$ cat src/rtl/interval_timer_ctrl_if.sv
// Interval timer request/reprogram bus.
// The master side is the traffic controller FSM plus the reprogram source.
// The slave side is interval_timer_ctrl.
//   start_timer          master->slave  (re)start a countdown
//   requesting_interval  master->slave  interval select: 00 base, 01 ext, 10 yel, 11 base
//   reprogram            master->slave  write prog_value into the register chosen by prog_sel
//   prog_sel             master->slave  register select: 00 base, 01 ext, 10 yel, 11 none
//   prog_value           master->slave  new interval in seconds
//   expired              slave->master  one-cycle pulse at end of countdown
//   busy                 slave->master  countdown in progress
//   time_left            slave->master  remaining whole seconds
interface interval_timer_ctrl_if #(
   parameter int unsigned PARAM_W = 4
);
   logic               start_timer;
   logic [1:0]         requesting_interval;
   logic               reprogram;
   logic [1:0]         prog_sel;
   logic [PARAM_W-1:0] prog_value;
   logic               expired;
   logic               busy;
   logic [PARAM_W-1:0] time_left;

   modport master (
      output start_timer, requesting_interval, reprogram, prog_sel, prog_value,
      input  expired, busy, time_left
   );

   modport slave (
      input  start_timer, requesting_interval, reprogram, prog_sel, prog_value,
      output expired, busy, time_left
   );
endinterface

$ cat src/rtl/interval_timer_ctrl.sv
// Programmable interval timer for the traffic controller FSM.
// Holds the t_base/t_ext/t_yel interval registers, divides clk down to a
// 1 s tick, and on start_timer counts the selected interval down to zero,
// pulsing expired for one cycle at the end.
//   clk    system clock, rising edge
//   reset  synchronous, active-high
//   bus    interval_timer_ctrl_if slave modport (request, reprogram, status)
module interval_timer_ctrl #(
   parameter int unsigned TICKS_PER_SEC = 100000000,
   parameter int unsigned PARAM_W       = 4,
   parameter int unsigned T_BASE_DEF    = 6,
   parameter int unsigned T_EXT_DEF     = 3,
   parameter int unsigned T_YEL_DEF     = 2
) (
   input  logic                  clk,
   input  logic                  reset,
   interval_timer_ctrl_if.slave  bus
);

   localparam int unsigned DIV_W = $clog2(TICKS_PER_SEC);
   localparam logic [DIV_W-1:0] DIV_LAST = DIV_W'(TICKS_PER_SEC - 1);

   typedef enum logic {IDLE, COUNT} state_t;

   state_t             state;
   logic [DIV_W-1:0]   div;
   logic [PARAM_W-1:0] t_base;
   logic [PARAM_W-1:0] t_ext;
   logic [PARAM_W-1:0] t_yel;
   logic [PARAM_W-1:0] time_left;
   logic [PARAM_W-1:0] sel_val;
   logic [PARAM_W-1:0] prog_val_nz;
   logic               expired;
   logic               busy;

   assign bus.expired   = expired;
   assign bus.busy      = busy;
   assign bus.time_left = time_left;

   always_comb begin
      sel_val = t_base;
      case (bus.requesting_interval)
         2'b01:   sel_val = t_ext;
         2'b10:   sel_val = t_yel;
         default: sel_val = t_base;
      endcase
   end

   // A zero interval would never expire, so it is stored as 1 s.
   assign prog_val_nz = (bus.prog_value == '0) ? PARAM_W'(1) : bus.prog_value;

   always_ff @(posedge clk) begin
      if (reset) begin
         state     <= IDLE;
         div       <= '0;
         time_left <= '0;
         expired   <= 1'b0;
         busy      <= 1'b0;
         t_base    <= PARAM_W'(T_BASE_DEF);
         t_ext     <= PARAM_W'(T_EXT_DEF);
         t_yel     <= PARAM_W'(T_YEL_DEF);
      end else begin
         expired <= 1'b0;

         // Register writes land at this edge; a start on the same edge
         // still loads the value held before it.
         if (bus.reprogram) begin
            case (bus.prog_sel)
               2'b00:   t_base <= prog_val_nz;
               2'b01:   t_ext  <= prog_val_nz;
               2'b10:   t_yel  <= prog_val_nz;
               default: ;
            endcase
         end

         // Start has priority over the final tick: the old count is dropped
         // without a pulse.
         if (bus.start_timer) begin
            state     <= COUNT;
            div       <= '0;
            time_left <= sel_val;
            busy      <= 1'b1;
         end else if (state == COUNT) begin
            if (div == DIV_LAST) begin
               div <= '0;
               if (time_left <= PARAM_W'(1)) begin
                  time_left <= '0;
                  busy      <= 1'b0;
                  expired   <= 1'b1;
                  state     <= IDLE;
               end else begin
                  time_left <= time_left - PARAM_W'(1);
               end
            end else begin
               div <= div + DIV_W'(1);
            end
         end else begin
            div       <= '0;
            time_left <= '0;
            busy      <= 1'b0;
         end
      end
   end

endmodule

$ cat src/flat_wrapper.sv
// flat-port wrapper written by rule: the top's interface ports become plain ports
module interval_timer_ctrl_flat 
#(
   parameter int unsigned TICKS_PER_SEC = 100000000,
   parameter int unsigned PARAM_W       = 4,
   parameter int unsigned T_BASE_DEF    = 6,
   parameter int unsigned T_EXT_DEF     = 3,
   parameter int unsigned T_YEL_DEF     = 2
)
  (clk, reset, bus_start_timer, bus_requesting_interval, bus_reprogram, bus_prog_sel, bus_prog_value, bus_expired, bus_busy, bus_time_left);
  interval_timer_ctrl_if #(.PARAM_W(PARAM_W)) bus_i ();
  input  logic clk;
  input  logic reset;
  input wire logic [$bits(bus_i.start_timer)-1:0] bus_start_timer;
  input wire logic [$bits(bus_i.requesting_interval)-1:0] bus_requesting_interval;
  input wire logic [$bits(bus_i.reprogram)-1:0] bus_reprogram;
  input wire logic [$bits(bus_i.prog_sel)-1:0] bus_prog_sel;
  input wire logic [$bits(bus_i.prog_value)-1:0] bus_prog_value;
  output wire logic [$bits(bus_i.expired)-1:0] bus_expired;
  output wire logic [$bits(bus_i.busy)-1:0] bus_busy;
  output wire logic [$bits(bus_i.time_left)-1:0] bus_time_left;
  assign bus_i.start_timer = bus_start_timer;
  assign bus_i.requesting_interval = bus_requesting_interval;
  assign bus_i.reprogram = bus_reprogram;
  assign bus_i.prog_sel = bus_prog_sel;
  assign bus_i.prog_value = bus_prog_value;
  assign bus_expired = bus_i.expired;
  assign bus_busy = bus_i.busy;
  assign bus_time_left = bus_i.time_left;
  interval_timer_ctrl #(.TICKS_PER_SEC(TICKS_PER_SEC), .PARAM_W(PARAM_W), .T_BASE_DEF(T_BASE_DEF), .T_EXT_DEF(T_EXT_DEF), .T_YEL_DEF(T_YEL_DEF)) u_core (.clk(clk), .reset(reset), .bus(bus_i));
endmodule
$ cat config.mk
export PLATFORM = sky130hd
export DESIGN_NAME = interval_timer_ctrl_flat
export DESIGN_NICKNAME = d
export VERILOG_FILES = /design/src/rtl/interval_timer_ctrl_if.sv /design/src/rtl/interval_timer_ctrl.sv /design/src/flat_wrapper.sv
export SDC_FILE = /design/constraint.sdc
export NUM_CORES = 1
export LEC_CHECK = 0
export ABC_AREA = 1
export CAP_MARGIN = 40
export CORE_UTILIZATION = 62
export CTS_BUF_LIST = sky130_fd_sc_hd__clkbuf_16
export DETAILED_ROUTE_END_ITERATION = 12
export PLACE_DENSITY = 0.81
export SYNTH_ARGS = -nofsm -noshare
export SYNTH_HDL_FRONTEND = slang
export SYNTH_SLANG_ARGS = --single-unit
$ cat constraint.sdc
create_clock -name clk -period 3.4 [get_ports clk]
set_clock_uncertainty 0.1 [all_clocks]
set_input_delay 0.51 -clock clk [delete_from_list [all_inputs] [get_ports clk]]
set_output_delay 0.51 -clock clk [all_outputs]
set_load 0.02 [all_outputs]
==> results of run 1 <==
-- cell usage in the layout, fill, tap and decap left out, drive strengths merged --
cell           instances
o211ai                 6
clkdlybuf4s50         17
xor2                   5
nand3                 21
nor3b                  2
bufinv                 1
nand4                  6
clkbuf                 5
inv                   52
dfxtp                 46
ha                     5
nor3                  14
a31oi                  3
nor4                   3
a21oi                 25
o21ai                 19
nand2                 84
o21bai                 1
nor2                  53
xnor2                  2
-- kinds of logic after synthesis --
group                    synth area share, %
XOR/XNOR                                2.54
AND/OR/NAND/NOR                         35.4
AO/OA/AOI/OAI                           12.1
flip-flops                              38.1
adder cells (fa/ha/maj)                 2.59
buffers and inverters                   9.32
-- worst max path at each step --
stage,start,slack [ns],depth (start not counted),to
6_report,u_core.bus.time_left[0],1.44,1,bus_time_left[0]
5_1_grt,u_core.div[0],1.31,10,u_core.div[21]
4_1_cts,u_core.bus.time_left[0],1.42,1,bus_time_left[0]
3_5_place_dp,bus_start_timer,1.19,6,u_core.div[19]
3_3_place_gp,bus_requesting_interval[0],1.23,10,u_core.bus.time_left[2]
2_1_floorplan,u_core.bus.time_left[0],1.79,7,u_core.bus.time_left[0]
-- state kept, by name, indices dropped and copies added (netlist names) --
signal / count
u_core.bus.busy: 1
u_core.state: 1
u_core.div: 27
u_core.t_yel: 4
u_core.t_base: 4
u_core.bus.time_left: 4
u_core.bus.expired: 1
u_core.t_ext: 4
-- metrics by stage --
stage | util, % | area, um^2 | power (mW) | instances
after detailed placement | 70.8 | 2610 | 0.673 | 410
after global placement | 70.8 | 2610 | 0.671 | 410
final | 75.2 | 2780 | 1.20 | 418
after global routing | 75.2 | 2780 | 1.24 | 418
after CTS | 75.2 | 2780 | 1.20 | 418
after floorplan | - | 2420 | 0.636 | 350
-- power groups by stage --
stage | logic [mW] | registers, mW | clock network (mW)
6_report | 0.101 | 0.563 | 0.534
4_1_cts | 0.0999 | 0.562 | 0.541
2_1_floorplan | 0.0582 | 0.578 | 0
3_3_place_gp | 0.0973 | 0.574 | 0
3_5_place_dp | 0.0989 | 0.574 | 0
5_1_grt | 0.113 | 0.564 | 0.568
-- final cells by class --
class / instances / area share, %
timing repair buffer: 17 / 6.13
clock buffer: 5 / 4.51
inverter: 50 / 6.85
multi-input combinational: 249 / 45.8
tap: 48 / 2.16
clock inverter: 3 / 1.35
sequential: 46 / 33.2
-- layer usage --
layer	wire (um)	vias to the layer above	GRT usage (%)
li1	-	1169	-
met1	2480	996	38.0
met2	2240	58	43.3
met3	247	7	5.81
met4	58	0	8.89
met5	0	-	0
==> results_dict.tcl, run 1 <==
set metrics [dict create \
    clockRootBuffer "clkbuf_16" \
    async_reset_ff_share_pct 0 \
    antenna_found_initial 0 \
    post_cts_resized 0 \
    reg2reg_to "u_core.div[21]" \
    p_leak_nw 1.00 \
    critPathLaunchType "register" \
    rows 22 \
    numCtsBuffers 5 \
    antennaDiodeCount 0 \
    ys_top_cells_by_area "dfxtp_1 38%, nand2_1 12%, inv_1 7.1%, nor2_1 7.1%, a21oi_1 5.2%" \
    grt_overflow 0 \
    grt_pass1_wl_mm 8.91 \
    pwr-share-clk_pct 44.6 \
    slowest_delay_ns 0.64 \
    rsz0062_at_grt "no" \
    drt_iter0_drc 211 \
    min_period_ns 1.96 \
    ir_drop_mv 0.307 \
    first_pass_iters 5 \
    grt_start_max_net_pins 25 \
    ys_ff_latch 46 \
    place_hpwl_mm 3.73 \
    setup-tns-final_ns 0 \
    slew_headroom_pct 65.3 \
    netlist_instances 350 \
    arrival_ns 1.35 \
    yosysMostFrequentCell "nand2_1" \
    synth_edf_count 0 \
    ys_seq_area_share_pct 38.1 \
    wirelength_mm 5.02 \
    p_switching_uw 261 \
    wire_per_inst_um 12.0 \
    syn_avg_cell_area_um2 6.91 \
    drc 0 \
    sw_frac_of_total_pct 21.8 \
    hold_viol_final 0 \
    num_io_pins 18 \
    hold_class "reg2reg" \
    synth-main-ff-cell "dfxtp_1" \
    die_y_um 64.4 \
    worstSetupEndpointType "primary output" \
    start_util_pct 65.5 \
    clkTransAtPathRegs_ns 0.06 \
    power_density_nw_per_um2 431 \
    postCtsSetupRepairBufs 0 \
    place_ws_ns 1.19 \
    worst_slew_pin_slew_ns 0.517 \
    cts_tree "built" \
    grt_usage_pct 27.7 \
    drive_gt1_share_pct 7.30 \
    setup_slack_ns 1.44 \
    clockBufferDepth 2 \
    rr_startpoint "u_core.div[0]" \
    slew_violations 0 \
    n_fill_cell 312 \
    regArea_um2 921 \
    crit_chain "clkdlybuf4s50_1" \
    multi_input_area_um2 1270 \
    syn_nets 367 \
    cp_slowest_cell "clkdlybuf4s50_1" \
    p_seq_share_pct 47.0 \
    final_nets 386 \
    htreeDepth 2 \
    crit_family "buffers and inverters" \
    period_share_pct 57.7 \
    ys_warn_count 0 \
    hold_ws_ns 0.380 \
    area_growth_pct 14.8 \
    ff2ff_path_depth 10 \
    cts.sinks 46 \
    hold_depth 2 \
    hold-path-endpoint "u_core.t_ext[0]" \
    grt_pass1_vias 2019 \
    setup_viol 0 \
    via_count 2230 \
    core_area_um2 3690 \
    crit_buf_inv 1 \
    die_area_um2 4150 \
    worstHoldStart "u_core.t_ext[0]" \
    maxCapViolCount 0 \
    clock_latency_ns 0.29 \
    crit_type "reg2out" \
    p_int_uw 937 \
    io_buffer_count 17 \
    critPathRequiredTime_ns 2.79 \
    holdBufCountCts 0 \
    path_max_fanout 6 \
    synth_area_um2 2420 \
    gp_congestion 0.877 \
    chipWidth_um 64.4 \
    outcome "finished clean" \
    synth_cell_types 30 \
    r2r_slack_ns 1.46 \
    ys_top_cells_by_count "77 x nand2_1, 46 x dfxtp_1, 46 x inv_1, 46 x nor2_1, 25 x a21oi_1" \
    drtAntennaViolNets 0 \
    netlist.area_leader.share_pct 38.1 \
    synth_top_cell_by_area "dfxtp_1" \
    fmax_mhz 510 \
    routed_via_density 5.33 \
    combPwrFrac_pct 8.4 \
]
(Power assumes the default switching activity.)
==> run 2, diff against run 1 <==
--- a/config.mk
+++ b/config.mk
@@ -7,10 +7,10 @@
 export LEC_CHECK = 0
 export ABC_AREA = 1
 export CAP_MARGIN = 40
-export CORE_UTILIZATION = 62
+export CORE_UTILIZATION = 52
 export CTS_BUF_LIST = sky130_fd_sc_hd__clkbuf_16
 export DETAILED_ROUTE_END_ITERATION = 12
-export PLACE_DENSITY = 0.81
+export PLACE_DENSITY = 0.72
 export SYNTH_ARGS = -nofsm -noshare
 export SYNTH_HDL_FRONTEND = slang
 export SYNTH_SLANG_ARGS = --single-unit
==> constraint.sdc (replaced) <==
create_clock -name clk -period 1.8 [get_ports clk]
set_clock_uncertainty 0.1 [all_clocks]
set_input_delay 0.27 -clock clk [delete_from_list [all_inputs] [get_ports clk]]
set_output_delay 0.27 -clock clk [all_outputs]
set_load 0.02 [all_outputs]
==> results_dict.tcl, run 2 (synthesized netlist as in run 1, its figures left out) <==
set metrics [dict create \
    slowest_delay_ns 0.64 \
    setup_viol 0 \
    antennaDiodeCount 0 \
    antenna_found_initial 0 \
    hold_viol_final 0 \
    place_hpwl_mm 3.78 \
    start_util_pct 54.8 \
    rows 24 \
    r2r_slack_ns 0.12 \
    first_pass_iters 4 \
    drt_iter0_drc 115 \
    drive_gt1_share_pct 11.3 \
    num_io_pins 18 \
    period_share_pct 95.8 \
    cts_tree "built" \
    crit_chain "clkdlybuf4s50_1" \
    clockBufferDepth 2 \
    total_power_mw 2.17 \
    crit_type "reg2out" \
    io_buffer_count 17 \
    largest_reg_flops 27 \
    grt_usage_pct 21.7 \
    holdBufCountCts 0 \
    via_count 2230 \
    top_register "u_core.div" \
    grt_overflow 0 \
    final_cell_area_um2 2870 \
    grt_pass1_wl_mm 8.61 \
    hold_depth 2 \
    final_cell_mix "77 x nand2_1, 46 x inv_1, 46 x nor2_1" \
    fmax_mhz 580 \
    cp_slowest_cell "clkdlybuf4s50_1" \
    core_area_um2 4410 \
    crit_family "buffers and inverters" \
    p_leak_nw 1.05 \
    htreeDepth 2 \
    drtAntennaViolNets 0 \
    clockRootBuffer "clkbuf_16" \
    hold-path-endpoint "u_core.div[26]" \
    gp_congestion 0.896 \
    die_y_um 70.2 \
    cts.sinks 46 \
    worst_slew_pin_slew_ns 0.357 \
    worstSetupEndpointType "primary output" \
    path_max_fanout 6 \
    drc 0 \
    ir_drop_mv 0.492 \
    slew_headroom_pct 76.1 \
    ff2ff_path_depth 9 \
    worstHoldStart "u_core.div[26]" \
    placed_cell_area_um2 2710 \
    arrival_ns 1.35 \
    critPathLaunchType "register" \
    n_fill_cell 406 \
    grt_pass1_vias 1977 \
    chipWidth_um 70.2 \
    outcome "finished clean" \
    min_period_ns 1.72 \
    maxCapViolCount 0 \
    clock_latency_ns 0.28 \
    slew_violations 0 \
    grt_start_max_net_pins 23 \
    numCtsBuffers 5 \
    crit_buf_inv 1 \
    layout_commonest_cell "nand2_1" \
    routed_via_density 5.15 \
    power_density_nw_per_um2 754 \
    reg2reg_to "u_core.div[14]" \
    clkTransAtPathRegs_ns 0.06 \
    final_nets 397 \
    critPathRequiredTime_ns 1.43 \
    die_area_um2 4930 \
    wirelength_mm 4.96 \
    rsz0062_at_grt "no" \
    wire_per_inst_um 11.5 \
    hold_class "reg2reg" \
    rr_startpoint "u_core.div[1]" \
    area_growth_pct 18.9 \
]
[run 2: cell count changes in the layout (fill, tap and decap cells not counted), moves of 2 or more]
cell / previous run / this run
buf_4: 0 / 10
inv_1: 48 / 46
dfxtp_2: 0 / 2
dfxtp_1: 46 / 44
[run 2: worst max-delay path by stage]
stage | start | end | slack (ns) | cells after the start
4_1_cts | u_core.div[1] | u_core.div[14] | 0.04 | 9
2_1_floorplan | u_core.bus.time_left[0] | u_core.bus.time_left[0] | 0.19 | 7
3_5_place_dp | bus_requesting_interval[0] | u_core.bus.time_left[2] | -0.09 | 10
5_1_grt | u_core.bus.time_left[0] | u_core.bus.time_left[2] | 0.004 | 9
3_3_place_gp | bus_requesting_interval[0] | u_core.bus.time_left[2] | -0.05 | 10
6_report | u_core.bus.time_left[0] | bus_time_left[0] | 0.08 | 1
[run 2: layer usage]
layer  vias up  track usage (%)  routed length [um]
met2        40             34.5                2210
met4         0             7.33                  48
li1       1184                -                   -
met1      1002             29.8                2520
met5         -                0                   0
met3         4             3.46                 185
[run 2: power breakdown]
group | internal [mW] | leakage (nW) | switching, mW | total [mW]
clock network | 0.514 | 0.0698 | 0.382 | 0.895
logic | 0.0993 | 0.604 | 0.109 | 0.208
registers | 1.04 | 0.374 | 0.0200 | 1.06
[run 2: area by class of cell]
type                       count  area, um^2  share of cell area (%)
tap                           52        65.1                    2.26
clock inverter                 3        21.3                   0.740
clock buffer                   5         125                    4.35
timing repair buffer          28         265                    9.23
inverter                      50         190                    6.62
multi-input combinational    249        1280                    44.7
sequential                    46         923                    32.1
[run 2: stage by stage]
step / TNS, ns / setup WS [ns] / cells / hold slack (ns) / utilization [%]
after global routing: 0 / 0.00418 / 433 / 0.395 / 65.1
after CTS: 0 / 0.0377 / 432 / 0.373 / 64.6
final: 0 / 0.0757 / 433 / 0.373 / 65.1
after floorplan: 0 / 0.188 / 350 / 0.239 / -
after detailed placement: -0.338 / -0.0899 / 424 / 0.356 / 61.3
after global placement: -0.152 / -0.0450 / 424 / 0.349 / 61.3
[run 2: timing repair]
item                                    CTS  global route
endpoints found under the setup margin    0            30
setup buffers                             0             1
gates resized for setup                   0             5
